==> config.mk <==
export PLATFORM = sky130hd
export DESIGN_NAME = elpis_la_bridge_flat
export DESIGN_NICKNAME = d
export VERILOG_FILES = /design/src/rtl/elpis_la_bridge_if.sv /design/src/rtl/elpis_la_bridge.sv /design/src/flat_wrapper.sv
export SDC_FILE = /design/constraint.sdc
export NUM_CORES = 1
export LEC_CHECK = 0
export ABC_AREA = 1
export BUFFER_PORTS_ARGS = -buffer_cell sky130_fd_sc_hd__buf_2
export CORE_AREA = 2 2 211 213
export CTS_CLUSTER_SIZE = 20
export DETAILED_ROUTE_END_ITERATION = 8
export DIE_AREA = 0 0 213 215
export PLACE_DENSITY = 0.64
export SLEW_MARGIN = 40
export SYNTH_ARGS = -nofsm -noshare
export SYNTH_HDL_FRONTEND = slang
export SYNTH_SLANG_ARGS = --single-unit
==> constraint.sdc <==
create_clock -name wb_clk_i -period 3.5 [get_ports wb_clk_i]
set_input_delay 0.35 -clock wb_clk_i [delete_from_list [all_inputs] [get_ports wb_clk_i]]
set_output_delay 0.35 -clock wb_clk_i [all_outputs]
set_load 0.02 [all_outputs]
==> src/rtl/elpis_la_bridge_if.sv <==
// Signal bundle between the caravel LA pins, the Elpis core memory port and the core I/O handshakes.
interface elpis_la_bridge_if #(
  parameter int unsigned ADDR_W = 20,
  parameter int unsigned DATA_W = 32
);
  logic [127:0]      la_data_in;
  logic [127:0]      la_oenb;
  logic [127:0]      la_data_out;
  logic              reset_core;
  logic              is_loading_memory_into_core;
  logic              mem_we;
  logic              mem_ready;
  logic [ADDR_W-1:0] addr_to_core_mem;
  logic [DATA_W-1:0] data_to_core_mem;
  logic [DATA_W-1:0] core_out_data;
  logic              core_out_valid;
  logic              core_out_ready;
  logic              core_rd_req;
  logic [DATA_W-1:0] read_value_to_Elpis;
  logic              read_enable_to_Elpis;
  logic [31:0]       wbs_dat_o;

  // Bridge side
  modport slave (
    input  la_data_in, la_oenb, mem_ready, core_out_data, core_out_valid, core_rd_req,
    output la_data_out, reset_core, is_loading_memory_into_core, mem_we, addr_to_core_mem,
           data_to_core_mem, core_out_ready, read_value_to_Elpis, read_enable_to_Elpis, wbs_dat_o
  );

  // Host / core / memory side
  modport master (
    output la_data_in, la_oenb, mem_ready, core_out_data, core_out_valid, core_rd_req,
    input  la_data_out, reset_core, is_loading_memory_into_core, mem_we, addr_to_core_mem,
           data_to_core_mem, core_out_ready, read_value_to_Elpis, read_enable_to_Elpis, wbs_dat_o
  );
endinterface

==> src/rtl/elpis_la_bridge.sv <==
// LA-to-Elpis bridge: toggle-strobed host commands, buffered memory load, core reset sequencing
// and handshaked core output / read-value paths.
module elpis_la_bridge #(
  parameter int unsigned ADDR_W     = 20,
  parameter int unsigned DATA_W     = 32,
  parameter int unsigned FIFO_DEPTH = 4,
  parameter int unsigned RESET_HOLD = 8
) (
  input  logic             wb_clk_i,
  input  logic             wb_rst_n,
  elpis_la_bridge_if.slave bus
);
  localparam int unsigned PTR_W  = (FIFO_DEPTH > 1) ? $clog2(FIFO_DEPTH) : 1;
  localparam int unsigned CNT_W  = PTR_W + 1;
  localparam int unsigned HOLD_W = (RESET_HOLD > 1) ? $clog2(RESET_HOLD) : 1;
  localparam int unsigned ENT_W  = ADDR_W + DATA_W;

  localparam logic [1:0] OP_NOP     = 2'b00;
  localparam logic [1:0] OP_WRITE   = 2'b01;
  localparam logic [1:0] OP_RELEASE = 2'b10;
  localparam logic [1:0] OP_HALT    = 2'b11;

  typedef enum logic [1:0] {ST_LOAD = 2'd0, ST_DRAIN = 2'd1, ST_RUN = 2'd2} state_t;

  state_t            state_q, state_n;
  logic              cmd_tog_q, rack_tog_q, oack_tog_q;
  logic [ENT_W-1:0]  fifo_mem [FIFO_DEPTH];
  logic [PTR_W-1:0]  wr_ptr_q, wr_ptr_n, rd_ptr_q, rd_ptr_n;
  logic [CNT_W-1:0]  cnt_q, cnt_n;
  logic [HOLD_W-1:0] hold_q, hold_n;
  logic              ovf_q, ovf_n, err_q, err_n;
  logic              out_pend_q, out_pend_n, rd_pend_q, rd_pend_n;
  logic [DATA_W-1:0] out_hold_q, out_hold_n, rd_val_q, rd_val_n;
  logic [ENT_W-1:0]  head_q, head_n, push_ent;
  logic              mem_we_q, reset_core_q, loading_q, out_ready_q, rd_en_q, rd_en_n;
  logic [127:0]      la_out_q, la_out_n;
  logic [31:0]       wbs_q;
  logic              fire, is_nop, is_wr, is_rel, is_halt, clr, rack, oack;
  logic              push, do_push, pop, full, capture, halt_clr, ovf_set, err_set;
  logic              unused_la;

  assign unused_la = ^{bus.la_data_in, bus.la_oenb};

  // Strobe and ack edge detection against the registered toggle references
  always_comb begin
    fire     = (bus.la_data_in[96] != cmd_tog_q) && !bus.la_oenb[96];
    is_nop   = fire && (bus.la_data_in[98:97] == OP_NOP);
    is_wr    = fire && (bus.la_data_in[98:97] == OP_WRITE);
    is_rel   = fire && (bus.la_data_in[98:97] == OP_RELEASE);
    is_halt  = fire && (bus.la_data_in[98:97] == OP_HALT);
    clr      = is_nop && bus.la_data_in[32];
    rack     = bus.la_data_in[99] != rack_tog_q;
    oack     = bus.la_data_in[101] != oack_tog_q;
    push_ent = {bus.la_data_in[ADDR_W-1:0], bus.la_data_in[32 +: DATA_W]};
  end

  always_comb begin
    state_n  = state_q;
    hold_n   = hold_q;
    push     = 1'b0;
    halt_clr = 1'b0;
    err_set  = 1'b0;
    ovf_set  = 1'b0;
    case (state_q)
      ST_LOAD: begin
        push = is_wr;
        if (is_rel) state_n = ST_DRAIN;
      end
      ST_DRAIN: begin
        push = is_wr;
        if (is_halt) begin
          state_n = ST_LOAD;
          hold_n  = '0;
        end else if ((cnt_q != '0) || push) begin
          hold_n = '0;
        end else if (hold_q == HOLD_W'(RESET_HOLD - 1)) begin
          state_n = ST_RUN;
          hold_n  = '0;
        end else begin
          hold_n = hold_q + HOLD_W'(1);
        end
      end
      ST_RUN: begin
        err_set = is_wr || is_rel;
        if (is_halt) begin
          state_n  = ST_LOAD;
          halt_clr = 1'b1;
        end
      end
      default: state_n = ST_LOAD;
    endcase

    // Write FIFO; a pop frees the slot a same-cycle push needs when full
    full     = cnt_q == CNT_W'(FIFO_DEPTH);
    pop      = mem_we_q && bus.mem_ready;
    do_push  = push && (!full || pop);
    ovf_set  = push && full && !pop;
    cnt_n    = cnt_q + CNT_W'(do_push) - CNT_W'(pop);
    rd_ptr_n = rd_ptr_q + PTR_W'(pop);
    wr_ptr_n = wr_ptr_q + PTR_W'(do_push);
    head_n   = (do_push && (rd_ptr_n == wr_ptr_q)) ? push_ent : fifo_mem[rd_ptr_n];

    ovf_n = ovf_set || (ovf_q && !clr);
    err_n = err_set || (err_q && !clr);

    // Output path: ready is low while pending, so capture and ack never collide
    capture    = (state_q == ST_RUN) && bus.core_out_valid && out_ready_q;
    out_hold_n = capture ? bus.core_out_data : out_hold_q;
    out_pend_n = out_pend_q;
    if (halt_clr)     out_pend_n = 1'b0;
    else if (capture) out_pend_n = 1'b1;
    else if (oack)    out_pend_n = 1'b0;

    rd_en_n   = 1'b0;
    rd_val_n  = rd_val_q;
    rd_pend_n = rd_pend_q;
    if (halt_clr) begin
      rd_pend_n = 1'b0;
    end else if (rack && rd_pend_q) begin
      rd_pend_n = 1'b0;
      rd_en_n   = 1'b1;
      rd_val_n  = bus.la_data_in[64 +: DATA_W];
    end else if ((state_q == ST_RUN) && bus.core_rd_req) begin
      rd_pend_n = 1'b1;
    end

    la_out_n             = '0;
    la_out_n[DATA_W-1:0] = out_hold_n;
    la_out_n[100]        = out_pend_n;
    la_out_n[102]        = rd_pend_n;
    la_out_n[104:103]    = state_n;
    la_out_n[105]        = ovf_n;
    la_out_n[106]        = err_n;
    la_out_n[112:107]    = 6'(cnt_n);
    la_out_n[113]        = cnt_n == CNT_W'(FIFO_DEPTH);
  end

  always_ff @(posedge wb_clk_i) begin
    if (do_push) fifo_mem[wr_ptr_q] <= push_ent;
  end

  always_ff @(posedge wb_clk_i or negedge wb_rst_n) begin
    if (!wb_rst_n) begin
      state_q      <= ST_LOAD;
      cmd_tog_q    <= 1'b0;
      rack_tog_q   <= 1'b0;
      oack_tog_q   <= 1'b0;
      wr_ptr_q     <= '0;
      rd_ptr_q     <= '0;
      cnt_q        <= '0;
      hold_q       <= '0;
      ovf_q        <= 1'b0;
      err_q        <= 1'b0;
      out_pend_q   <= 1'b0;
      rd_pend_q    <= 1'b0;
      out_hold_q   <= '0;
      rd_val_q     <= '0;
      head_q       <= '0;
      mem_we_q     <= 1'b0;
      reset_core_q <= 1'b1;
      loading_q    <= 1'b1;
      out_ready_q  <= 1'b0;
      rd_en_q      <= 1'b0;
      la_out_q     <= '0;
      wbs_q        <= '0;
    end else begin
      state_q      <= state_n;
      cmd_tog_q    <= bus.la_data_in[96];
      rack_tog_q   <= bus.la_data_in[99];
      oack_tog_q   <= bus.la_data_in[101];
      wr_ptr_q     <= wr_ptr_n;
      rd_ptr_q     <= rd_ptr_n;
      cnt_q        <= cnt_n;
      hold_q       <= hold_n;
      ovf_q        <= ovf_n;
      err_q        <= err_n;
      out_pend_q   <= out_pend_n;
      rd_pend_q    <= rd_pend_n;
      out_hold_q   <= out_hold_n;
      rd_val_q     <= rd_val_n;
      head_q       <= head_n;
      mem_we_q     <= cnt_n != '0;
      reset_core_q <= state_n != ST_RUN;
      loading_q    <= state_n != ST_RUN;
      out_ready_q  <= (state_n == ST_RUN) && !out_pend_n;
      rd_en_q      <= rd_en_n;
      la_out_q     <= la_out_n;
      wbs_q        <= 32'(out_hold_n);
    end
  end

  assign bus.la_data_out                 = la_out_q;
  assign bus.reset_core                  = reset_core_q;
  assign bus.is_loading_memory_into_core = loading_q;
  assign bus.mem_we                      = mem_we_q;
  assign bus.addr_to_core_mem            = head_q[ENT_W-1:DATA_W];
  assign bus.data_to_core_mem            = head_q[DATA_W-1:0];
  assign bus.core_out_ready              = out_ready_q;
  assign bus.read_value_to_Elpis         = rd_val_q;
  assign bus.read_enable_to_Elpis        = rd_en_q;
  assign bus.wbs_dat_o                   = wbs_q;
endmodule

==> src/flat_wrapper.sv <==
// flat-port wrapper written by rule: the top's interface ports become plain ports
module elpis_la_bridge_flat 
#(
  parameter int unsigned ADDR_W     = 20,
  parameter int unsigned DATA_W     = 32,
  parameter int unsigned FIFO_DEPTH = 4,
  parameter int unsigned RESET_HOLD = 8
)
  (wb_clk_i, wb_rst_n, bus_la_data_in, bus_la_oenb, bus_mem_ready, bus_core_out_data, bus_core_out_valid, bus_core_rd_req, bus_la_data_out, bus_reset_core, bus_is_loading_memory_into_core, bus_mem_we, bus_addr_to_core_mem, bus_data_to_core_mem, bus_core_out_ready, bus_read_value_to_Elpis, bus_read_enable_to_Elpis, bus_wbs_dat_o);
  elpis_la_bridge_if #(.ADDR_W(ADDR_W), .DATA_W(DATA_W)) bus_i ();
  input  logic wb_clk_i;
  input  logic wb_rst_n;
  input wire logic [$bits(bus_i.la_data_in)-1:0] bus_la_data_in;
  input wire logic [$bits(bus_i.la_oenb)-1:0] bus_la_oenb;
  input wire logic [$bits(bus_i.mem_ready)-1:0] bus_mem_ready;
  input wire logic [$bits(bus_i.core_out_data)-1:0] bus_core_out_data;
  input wire logic [$bits(bus_i.core_out_valid)-1:0] bus_core_out_valid;
  input wire logic [$bits(bus_i.core_rd_req)-1:0] bus_core_rd_req;
  output wire logic [$bits(bus_i.la_data_out)-1:0] bus_la_data_out;
  output wire logic [$bits(bus_i.reset_core)-1:0] bus_reset_core;
  output wire logic [$bits(bus_i.is_loading_memory_into_core)-1:0] bus_is_loading_memory_into_core;
  output wire logic [$bits(bus_i.mem_we)-1:0] bus_mem_we;
  output wire logic [$bits(bus_i.addr_to_core_mem)-1:0] bus_addr_to_core_mem;
  output wire logic [$bits(bus_i.data_to_core_mem)-1:0] bus_data_to_core_mem;
  output wire logic [$bits(bus_i.core_out_ready)-1:0] bus_core_out_ready;
  output wire logic [$bits(bus_i.read_value_to_Elpis)-1:0] bus_read_value_to_Elpis;
  output wire logic [$bits(bus_i.read_enable_to_Elpis)-1:0] bus_read_enable_to_Elpis;
  output wire logic [$bits(bus_i.wbs_dat_o)-1:0] bus_wbs_dat_o;
  assign bus_i.la_data_in = bus_la_data_in;
  assign bus_i.la_oenb = bus_la_oenb;
  assign bus_i.mem_ready = bus_mem_ready;
  assign bus_i.core_out_data = bus_core_out_data;
  assign bus_i.core_out_valid = bus_core_out_valid;
  assign bus_i.core_rd_req = bus_core_rd_req;
  assign bus_la_data_out = bus_i.la_data_out;
  assign bus_reset_core = bus_i.reset_core;
  assign bus_is_loading_memory_into_core = bus_i.is_loading_memory_into_core;
  assign bus_mem_we = bus_i.mem_we;
  assign bus_addr_to_core_mem = bus_i.addr_to_core_mem;
  assign bus_data_to_core_mem = bus_i.data_to_core_mem;
  assign bus_core_out_ready = bus_i.core_out_ready;
  assign bus_read_value_to_Elpis = bus_i.read_value_to_Elpis;
  assign bus_read_enable_to_Elpis = bus_i.read_enable_to_Elpis;
  assign bus_wbs_dat_o = bus_i.wbs_dat_o;
  elpis_la_bridge #(.ADDR_W(ADDR_W), .DATA_W(DATA_W), .FIFO_DEPTH(FIFO_DEPTH), .RESET_HOLD(RESET_HOLD)) u_core (.wb_clk_i(wb_clk_i), .wb_rst_n(wb_rst_n), .bus(bus_i));
endmodule
==> impl_metrics.py <==
metrics = {
    "pwr": {
        "max-vdd-ir-drop_uv": 592.1,
        "total_leakage_power_nw": 7.865,
        "power_density_mw_per_mm2": 902.8,
    },
    "floorplan": {
        "die_area_mm2": 0.04580,
        "die_y_um": 215,
        "num_rows": 77,
        "design.core.area_mm2": 0.04364,
        "ios": 542,
        "initial_core_util_pct": 33.07,
        "die_x_um": 213,
    },
    "clock_tree": {
        "cts_tree": "done",
        "clkTransAtPathRegs_ns": 0.06,
        "cts_resized": 0,
        "clk_latency_ns": 0.56,
        "cts.path.max_buffers": 3,
        "numCtsBuffers": 38,
        "cts_setup_buffers": 0,
        "htreeDepth": 2,
        "cts.sinks": 348,
        "hold_buffers": 59,
        "cts_root_buffer": "clkbuf_16",
    },
    "sta": {
        "period_share_pct": 74.03,
        "slew_headroom_pct": 49.73,
        "fin_skew_ns": 0.02186,
        "setup_viol": 0,
        "finalHoldViolCount": 0,
        "tns_ns": 0,
        "fin_crit_ns": 2.591,
        "drv_slew": 0,
        "grt_setup_unrepaired": "false",
        "fmax_mhz": 385.9,
        "tightest_slew_ns": 0.7541,
    },
    "detailed_routing": {
        "firstDrtPassIters": 5,
        "num_vias": 9255,
        "vias_per_cell": 4.478,
        "postRouteAntennaNets": 0,
        "route.met3.wl_um": 2492,
        "drc": 0,
        "routedLengthMet1_um": 15750,
        "drt-initial-drc-count": 665,
        "wl_met2_um": 20550,
        "dr.max_layer_used": "met5",
        "wl_um": 40550,
        "routedWlPerCell_um": 19.62,
    },
    "global_route": {
        "grt_max_degree": 105,
        "grt_pass1_wl_um": 58330,
        "grtUsageTotal_pct": 17.41,
        "overflow": 0,
        "grt_pass1_vias": 9193,
        "antenna_found_initial": 6,
    },
    "yosys": {
        "yosysSeqAreaShare_pct": 67.55,
        "yosysUniqueCellTypes": 30,
        "synth_edf_count": 208,
        "ys_warn_count": 0,
        "async_reset_ff_share_pct": 40.23,
        "synthesis.area_mm2": 0.01443,
        "ys_ff_latch": 348,
        "synth_top_area_share_pct": 43.27,
        "syn_inst": 1128,
        "yosys.area.top_type": "edfxtp_1",
        "syn_avg_cell_area_um2": 12.80,
        "yosys-top-cells-area": "edfxtp_1 (43%), dfrtp_1 (24%), buf_4 (6.7%)",
        "synth-main-ff-cell": "edfxtp_1",
    },
    "placement": {
        "hpwl_um": 26160,
        "dp.cells": 1937,
        "io_buffer_count": 289,
        "globalplace.congestion": 0.8514,
    },
    "setup_path": {
        "endpoint_kind": "register",
        "cp_max_fo": 23,
        "crit_arrival_ns": 2.84,
        "worstPathRequired_ns": 3.75,
        "crit_path_start_kind": "register",
        "path_class": "register to register",
    },
    "finish": {
        "syn_to_final_growth_pct": 24.59,
        "layout.nets": 1744,
        "drive_above_1_share_pct": 31.82,
        "final_cells": 2067,
    },
    "job": {
        "drv_cap": 0,
    },
    "status": {
        "status": "complete, no violations",
    },
    "worst_hold_path": {
        "hp-class": "input port to register",
    },
}
==> critical path: stages, from the launching register on <==
cell and delay [ns]:
dfrtp_1 0.44, nand2_1 0.14, inv_1 0.23, nor2_1 0.12
nor2_4 0.29, nand2_1 0.21, nor2_4 0.56, buf_12 0.28
==> state kept, by name, indices dropped and copies added (netlist names) <==
signal	count
u_core.fifo_mem	208
u_core.head_q	52
u_core.bus.read_value_to_Elpis	32
u_core.out_hold_q	31
u_core.bus.la_data_out	8
u_core.hold_q	3
u_core.cnt_q	2
u_core.rd_ptr_q	2
u_core.wr_ptr_q	2
u_core.bus.core_out_ready	1
u_core.bus.mem_we	1
u_core.bus.read_enable_to_Elpis	1
u_core.bus.reset_core	1
u_core.cmd_tog_q	1
u_core.oack_tog_q	1
u_core.rack_tog_q	1
u_core.state_q	1
==> area by class of cell <==
type | instances | area, um2
Clock buffer | 45 | 1030
Clock inverter | 25 | 305.3
Inverter | 27 | 103.9
Sequential cell | 348 | 9751
Multi-Input combinational cell | 662 | 3744
Tap cell | 592 | 740.7
Antenna cell | 1 | 2.502
Timing Repair Buffer | 367 | 2307
Fill cell | 4057 | 25660
==> synthesized netlist by cell type (all sizes together) (21+ instances only) <==
cell type,instances
inv,27
nand2,228
o21ai,55
mux2,32
o211ai,52
buf,160
nand3,62
or2,52
mux2i,52
dfrtp,139
nor2,21
edfxtp,208
==> placed cells by master (no fill, tap or decap), types with 9 or more instances in the layout <==
master and count:
nor2_1 15, buf_4 9, or2_2 52, dlygate4sd3_1 59, buf_2 288, conb_1 86
nand3_1 61, inv_1 25, edfxtp_1 208, mux2i_1 52, buf_12 9, mux2_2 32
clkbuf_16 40, nand2_1 226, o211ai_1 52, o21ai_0 55, dfrtp_1 139
==> per-layer routing <==
layer,vias to the layer above,global-route usage [%]
li1,4326,-
met1,4531,19.72
met2,328,30.99
met3,62,4.223
met4,8,7.436
met5,-,0
==> logic make-up (layout without fill, tap and decap cells) <==
| group | after synthesis | in the layout | synth area share, % |
|---|---|---|---|
| AOI/OAI and AO/OA | 110 | 110 | 4.733 |
| buffers and inverters | 203 | 464 | 9.163 |
| and+or+nand+nor | 367 | 367 | 11.23 |
| other | 1 | 87 | 0.02598 |
| muxes | 84 | 84 | 6.103 |
| xor gates and xnor gates | 8 | 8 | 0.5375 |
| DFF | 348 | 348 | 67.55 |
| adders and majority gates | 7 | 7 | 0.6588 |
==> path summary, 6_finish.rpt <==
kind | start | endpoint | slack (ns) | cells after the start
max | u_core.bus.mem_we | u_core.fifo_mem[2][13] | 0.91 | 7
max in group asynchronous | wb_rst_n | u_core.bus.reset_core | 2.20 | 3
min in group asynchronous | wb_rst_n | u_core.head_q[23] | 0.41 | 2
max reg2reg | u_core.bus.mem_we | u_core.fifo_mem[2][13] | 0.91 | 7
min reg2reg | u_core.bus.read_value_to_Elpis[22] | u_core.bus.read_value_to_Elpis[22] | 0.48 | 2
min | bus_la_data_in[75] | u_core.bus.read_value_to_Elpis[11] | 0.03 | 3
==> through the flow <==
step	hold slack [ns]	util [%]	area [um2]	power, W	worst slack [ns]
2_1_floorplan	0.05441	-	14750	0.01007	-0.2715
3_3_place_gp	0.4610	36.76	16040	0.01208	0.7424
3_5_place_dp	0.4637	36.78	16050	0.01213	0.7951
4_1_cts	0.00007472	41.19	17980	0.01655	0.7513
5_1_grt	0.01060	41.20	17980	0.01719	0.6921
6_report	0.03207	41.21	17980	0.01623	0.9088
==> power breakdown <==
part	internal (W)	total, W	switching (W)
clock	0.00252	0.00426	0.00174
sequential	0.00521	0.00563	0.000415
combinational	0.00204	0.00635	0.00431
Note: power is estimated with default switching activity, not from simulation.
